==> src/rtl/serial_adder_ctrl_pkg.sv <==
// -----------------------------------------------------------------------------
// serial_adder_pkg
// Shared definitions for the bit-serial adder controller.
//   state_e              : controller FSM states (2-bit encoding)
//   WIDTH_MIN/WIDTH_MAX  : legal range of the operand width parameter
// -----------------------------------------------------------------------------
package serial_adder_pkg;

    localparam int WIDTH_MIN = 1;
    localparam int WIDTH_MAX = 32;

    typedef enum logic [1:0] {
        IDLE = 2'd0,
        RUN  = 2'd1,
        DONE = 2'd2
    } state_e;

endpackage

==> src/rtl/serial_adder_ctrl_if.sv <==
// -----------------------------------------------------------------------------
// serial_adder_ctrl_if
// Host-side bus of the bit-serial adder controller.
//   start  : request an addition (host -> controller)
//   a, b   : WIDTH-bit operands (host -> controller)
//   cin    : carry-in (host -> controller)
//   busy   : bits being processed (controller -> host)
//   done   : one-cycle result-valid pulse (controller -> host)
//   sum    : WIDTH-bit result register (controller -> host)
//   cout   : final carry-out (controller -> host)
// master modport is the host/sequencer side, slave modport the controller.
// -----------------------------------------------------------------------------
interface serial_adder_ctrl_if #(
    parameter int WIDTH = 8
);

    logic             start;
    logic [WIDTH-1:0] a;
    logic [WIDTH-1:0] b;
    logic             cin;
    logic             busy;
    logic             done;
    logic [WIDTH-1:0] sum;
    logic             cout;

    modport master (
        output start, a, b, cin,
        input  busy, done, sum, cout
    );

    modport slave (
        input  start, a, b, cin,
        output busy, done, sum, cout
    );

endinterface

==> src/rtl/serial_adder_ctrl_full_adder.sv <==
// -----------------------------------------------------------------------------
// full_adder
// One-bit full-adder cell used as the single bit slice of the serial adder.
//   a_i, b_i, c_i : addend bits and carry-in
//   s_o           : sum bit
//   c_o           : carry-out
// -----------------------------------------------------------------------------
module full_adder (
    input  logic a_i,
    input  logic b_i,
    input  logic c_i,
    output logic s_o,
    output logic c_o
);

    assign s_o = a_i ^ b_i ^ c_i;
    assign c_o = (a_i & b_i) | (a_i & c_i) | (b_i & c_i);

endmodule

==> src/rtl/serial_adder_ctrl.sv <==
// -----------------------------------------------------------------------------
// serial_adder_ctrl
// Bit-serial adder controller: walks one full-adder cell over two WIDTH-bit
// operands, LSB first, one bit per clock, with a registered carry in between.
//   clk    : system clock, rising edge
//   rst_n  : asynchronous active-low reset
//   bus    : slave side of serial_adder_ctrl_if (start/a/b/cin in,
//            busy/done/sum/cout out, all outputs registered)
// -----------------------------------------------------------------------------
module serial_adder_ctrl
    import serial_adder_pkg::*;
#(
    parameter int WIDTH = 8
) (
    input  logic                clk,
    input  logic                rst_n,
    serial_adder_ctrl_if.slave  bus
);

    // The bit counter needs at least one bit even when WIDTH is 1.
    localparam int CW = (WIDTH > 1) ? $clog2(WIDTH) : 1;
    localparam logic [CW-1:0] CNT_LAST = CW'(WIDTH - 1);

    if (WIDTH < WIDTH_MIN || WIDTH > WIDTH_MAX) begin : gBadWidth
        $error("serial_adder_ctrl: WIDTH must be within 1..32");
    end

    state_e           state_q;
    logic [WIDTH-1:0] aSh_q;
    logic [WIDTH-1:0] bSh_q;
    logic             carry_q;
    logic [CW-1:0]    cnt_q;
    logic [WIDTH-1:0] sum_q;
    logic             cout_q;
    logic             busy_q;
    logic             done_q;

    logic             faSum;
    logic             faCarry;
    logic [WIDTH-1:0] sum_d;
    logic [WIDTH-1:0] aSh_d;
    logic [WIDTH-1:0] bSh_d;

    // The only arithmetic in the block: one full-adder fed by the LSBs of
    // the operand shifters and the carry left over from the previous bit.
    full_adder uFa (
        .a_i (aSh_q[0]),
        .b_i (bSh_q[0]),
        .c_i (carry_q),
        .s_o (faSum),
        .c_o (faCarry)
    );

    // Next-step shift values. Written as shift-then-overwrite-MSB so the
    // same code also works for WIDTH=1, where a concatenation with
    // sum_q[WIDTH-1:1] would be an empty slice.
    always_comb begin
        sum_d            = sum_q >> 1;
        sum_d[WIDTH-1]   = faSum;
        aSh_d            = aSh_q >> 1;
        bSh_d            = bSh_q >> 1;
    end

    // Controller FSM with registered outputs. busy/done are driven from
    // here directly so they are glitch-free and never high together.
    // cout only moves on the last RUN edge, so it keeps the previous
    // result visible for the whole of a new run.
    always_ff @(posedge clk or negedge rst_n) begin
        if (!rst_n) begin
            state_q <= IDLE;
            aSh_q   <= '0;
            bSh_q   <= '0;
            carry_q <= 1'b0;
            cnt_q   <= '0;
            sum_q   <= '0;
            cout_q  <= 1'b0;
            busy_q  <= 1'b0;
            done_q  <= 1'b0;
        end else begin
            case (state_q)
                IDLE: begin
                    done_q <= 1'b0;
                    if (bus.start) begin
                        aSh_q   <= bus.a;
                        bSh_q   <= bus.b;
                        carry_q <= bus.cin;
                        cnt_q   <= '0;
                        sum_q   <= '0;
                        busy_q  <= 1'b1;
                        state_q <= RUN;
                    end
                end
                RUN: begin
                    sum_q   <= sum_d;
                    carry_q <= faCarry;
                    aSh_q   <= aSh_d;
                    bSh_q   <= bSh_d;
                    if (cnt_q == CNT_LAST) begin
                        // Wrap the counter here so it never exceeds WIDTH-1.
                        cnt_q   <= '0;
                        cout_q  <= faCarry;
                        busy_q  <= 1'b0;
                        done_q  <= 1'b1;
                        state_q <= DONE;
                    end else begin
                        cnt_q <= cnt_q + CW'(1);
                    end
                end
                DONE: begin
                    done_q  <= 1'b0;
                    state_q <= IDLE;
                end
                default: begin
                    busy_q  <= 1'b0;
                    done_q  <= 1'b0;
                    state_q <= IDLE;
                end
            endcase
        end
    end

    assign bus.busy = busy_q;
    assign bus.done = done_q;
    assign bus.sum  = sum_q;
    assign bus.cout = cout_q;

endmodule

==> src/flat_wrapper.sv <==
// flat-port wrapper written by rule: the top's interface ports become plain ports
module serial_adder_ctrl_flat import serial_adder_pkg::*;
#(
    parameter int WIDTH = 8
)
  (clk, rst_n, bus_start, bus_a, bus_b, bus_cin, bus_busy, bus_done, bus_sum, bus_cout);
  serial_adder_ctrl_if #(.WIDTH(WIDTH)) bus_i ();
  input  logic clk;
  input  logic rst_n;
  input wire logic [$bits(bus_i.start)-1:0] bus_start;
  input wire logic [$bits(bus_i.a)-1:0] bus_a;
  input wire logic [$bits(bus_i.b)-1:0] bus_b;
  input wire logic [$bits(bus_i.cin)-1:0] bus_cin;
  output wire logic [$bits(bus_i.busy)-1:0] bus_busy;
  output wire logic [$bits(bus_i.done)-1:0] bus_done;
  output wire logic [$bits(bus_i.sum)-1:0] bus_sum;
  output wire logic [$bits(bus_i.cout)-1:0] bus_cout;
  assign bus_i.start = bus_start;
  assign bus_i.a = bus_a;
  assign bus_i.b = bus_b;
  assign bus_i.cin = bus_cin;
  assign bus_busy = bus_i.busy;
  assign bus_done = bus_i.done;
  assign bus_sum = bus_i.sum;
  assign bus_cout = bus_i.cout;
  serial_adder_ctrl #(.WIDTH(WIDTH)) u_core (.clk(clk), .rst_n(rst_n), .bus(bus_i));
endmodule
==> config.mk <==
export PLATFORM = sky130hd
export DESIGN_NAME = serial_adder_ctrl_flat
export DESIGN_NICKNAME = d
export VERILOG_FILES = /design/src/rtl/serial_adder_ctrl_pkg.sv /design/src/rtl/serial_adder_ctrl_if.sv /design/src/rtl/serial_adder_ctrl_full_adder.sv /design/src/rtl/serial_adder_ctrl.sv /design/src/flat_wrapper.sv
export SDC_FILE = /design/constraint.sdc
export NUM_CORES = 1
export LEC_CHECK = 0
export BUFFER_PORTS_ARGS = -buffer_cell sky130_fd_sc_hd__buf_4
export CAP_MARGIN = 20
export CORE_MARGIN = 2
export CORE_UTILIZATION = 48
export DETAILED_ROUTE_END_ITERATION = 10
export PLACE_DENSITY = 0.74
export SYNTH_ARGS = -nofsm -noshare
export SYNTH_HDL_FRONTEND = slang
export SYNTH_SLANG_ARGS = --single-unit
==> constraint.sdc <==
create_clock -name clk -period 1.2 [get_ports clk]
set_input_delay 0.06 -clock clk [delete_from_list [all_inputs] [get_ports clk]]
set_output_delay 0.06 -clock clk [all_outputs]
set_load 0.02 [all_outputs]
==> run summary <==
Seq/Total Area, Yosys: 0.556
Fin. Hold Viols: 0
Post-synth EDFFs: 0
GRT Total Usage: 0.202
Placed Instance Area: 1770 um2
Cell variety after synth: 26
Seq cells post-synth: 33
Core Util, Final: 0.661
Post-DP HPWL: 2240 um
Period minus WS final: 1.20 ns
Die ar.: 3550 um2
Lkg Pwr: 0.918 nW
Routability cong.: 0.801
Peak supply drop: 0.00152 V
Worst Skew: 0.0106 ns
Final wirelength: 3420 um
Synth async-reset ratio: 1.00
Remaining antenna violation count: 0
Cts bufs inserted: 5
Clock slew at reported path FFs: 0.10 ns
First-pass GRT wire length: 5190 um
Drt initial violations: 42
Dpl ws: -0.152 ns
Yosys warning count: 0
Post-synthesis cell count: 130
Post-DR wirelength/cell: 16.4 um
Syn_nets: 153
Type of origin of the critical path: register
Row count: 20
WP data required: 1.42 ns
Vias in the first global route: 1141
Syn avg cell area: 11.4 um2
Initial core utilization: 0.494
Initial antenna violation count: 0
CP endpoint kind: register
TritonCTS clock tree: built
Vias: 1213
Worst setup margin: 0.00299 ns
Max Cap Violations: 0
IO Count: 31
CTS sink cnt: 33
Worst Hold Class: in -> reg
Crit share post-route: 0.998
Fmax: 835 MHz
Root buffer cell: clkbuf_4
Number of buffers on the longest clock path: 2
DRC Markers: 0
Overall Power: 5.24 mW
TritonRoute pass-1 iters: 4
Ant diodes: 0
# fillers: 231
Port Buf Inserts: 30
Total congestion overflow: 0
Most common cell after layout, fill and taps aside: buf_4
Die Y: 59.6 um
Predominant post-synthesis flop cell: dfrtp_1
Status: finished clean
Slew margin rel.: 0.726
CP startpoint: u_core.state_q[1]$_DFFE_PN0P_
# setup viols final: 0
Largest net degree at the start of global routing: 34
CTS H-tree lvls: 2
Mapped cell area: 1480 um2
Vias per cell: 5.80
Nets: 198
Core Region: 3000 um2
RSZ-0062 raised after global routing: true
Hold path start: bus_a[1]
Most frequent cells in the layout: 42 x buf_4, 31 x dfrtp_1, 18 x o22ai_1
Final Slew Violations: 0
Reg2reg start: u_core.state_q[1]$_DFFE_PN0P_
Die X: 59.6 um
Area Overhead vs Synth: 33.8%
Share of cells above drive strength 1: 0.409
Worst-path fanout max: 9
Worst skew pair latency: 0.34 ns
Critical path class: reg -> reg
Worst slew pin tran: 0.411 ns
PD cells: 2640 nW/um2
Final instance area: 1990 um2
Setup TNS: 0 ns
CP arrival: 1.42 ns
## per-stage QoR
stage          hold WS [ns]  cells
6_report             0.0141    209
5_1_grt             0.00582    209
4_1_cts             0.00763    208
3_5_place_dp         0.0219    196
3_3_place_gp         0.0153    196
2_1_floorplan        -0.236    130
## sequential cells by signal, indices dropped and copies added (netlist names)
register	cells
u_core.aSh_q	8
u_core.bSh_q	8
u_core.bus.sum	8
u_core.cnt_q	3
u_core.state_q	2
u_core.bus.busy	1
u_core.bus.cout	1
u_core.bus.done	1
u_core.carry_q	1
## where the power goes
part	total [mW]	switching, mW	internal [mW]
logic	2.38	1.17	1.21
registers	2.00	0.383	1.61
clock network	0.862	0.364	0.497
## what timing repair did
item                                    4_1_cts  5_1_grt
hold buffers                                  3        0
buffers inserted                              1        0
resized for setup                             6       17
pin swaps                                     0        7
endpoints found under the setup margin       18       25
cloned                                        0        1
hold endpoints to repair                     35        0
## final timing paths
path                                            endpoint  slack (ns)  cells past startpoint
setup / recovery             u_core.bSh_q[0]$_DFFE_PN0P_       0.003                      3
hold / removal               u_core.aSh_q[1]$_DFFE_PN0P_        0.01                      3
setup reg to reg             u_core.bSh_q[0]$_DFFE_PN0P_       0.003                      3
hold reg to reg              u_core.bus.done$_DFFE_PN0N_        0.51                      2
max in group asynchronous  u_core.state_q[0]$_DFFE_PN0P_        0.69                      2
min in group asynchronous    u_core.cnt_q[2]$_DFFE_PN0P_        0.19                      2
## metal layers
metal | vias up | share of wire | global-route usage
met5 | - | 0 | 0
met4 | 0 | 0.025 | 0.0667
met3 | 7 | 0.049 | 0.0655
met2 | 36 | 0.49 | 0.311
met1 | 595 | 0.44 | 0.272
li1 | 575 | - | -
## cells in the mapped netlist, types with 2 or more instances
cell type | instances | area [um2]
o21ai_1 | 4 | 20.0
a22o_1 | 10 | 87.6
ha_1 | 2 | 25.0
buf_4 | 3 | 22.5
nor2_1 | 5 | 18.8
inv_2 | 2 | 7.51
o22ai_1 | 20 | 125
dfrtp_1 | 33 | 826
buf_2 | 3 | 15.0
a21oi_1 | 10 | 50.1
nand2_1 | 7 | 26.3
nand3b_1 | 4 | 30.0
nor2_2 | 2 | 12.5
o221a_1 | 3 | 33.8
nand2b_1 | 3 | 18.8
inv_1 | 4 | 15.0
buf_6 | 3 | 33.8
o21ai_0 | 3 | 15.0
a2bb2oi_1 | 2 | 17.5
## critical path, stage by stage, from the launching register on
cell      delay (ns)
dfrtp_2         0.46
nand2b_2        0.29
o22ai_1         0.22
a21oi_1         0.10
## cell families after synthesis
family	share of synthesized area
buffers and inverters	0.0632
adder cells (fa/ha/maj)	0.0304
AO/OA/AOI/OAI	0.259
AND/OR/NAND/NOR	0.0911
flip-flops	0.556
## cell type report
type,count,area (um2),share of cell area
Multi-Input combinational cell,83,647,0.326
Inverter,6,27.5,0.0139
Clock inverter,1,30.0,0.0151
Timing Repair Buffer,46,357,0.180
Sequential cell,33,828,0.417
Clock buffer,7,55.1,0.0277
Tap cell,33,41.3,0.0208
No activity file was read; power rests on OpenSTA's default activity.
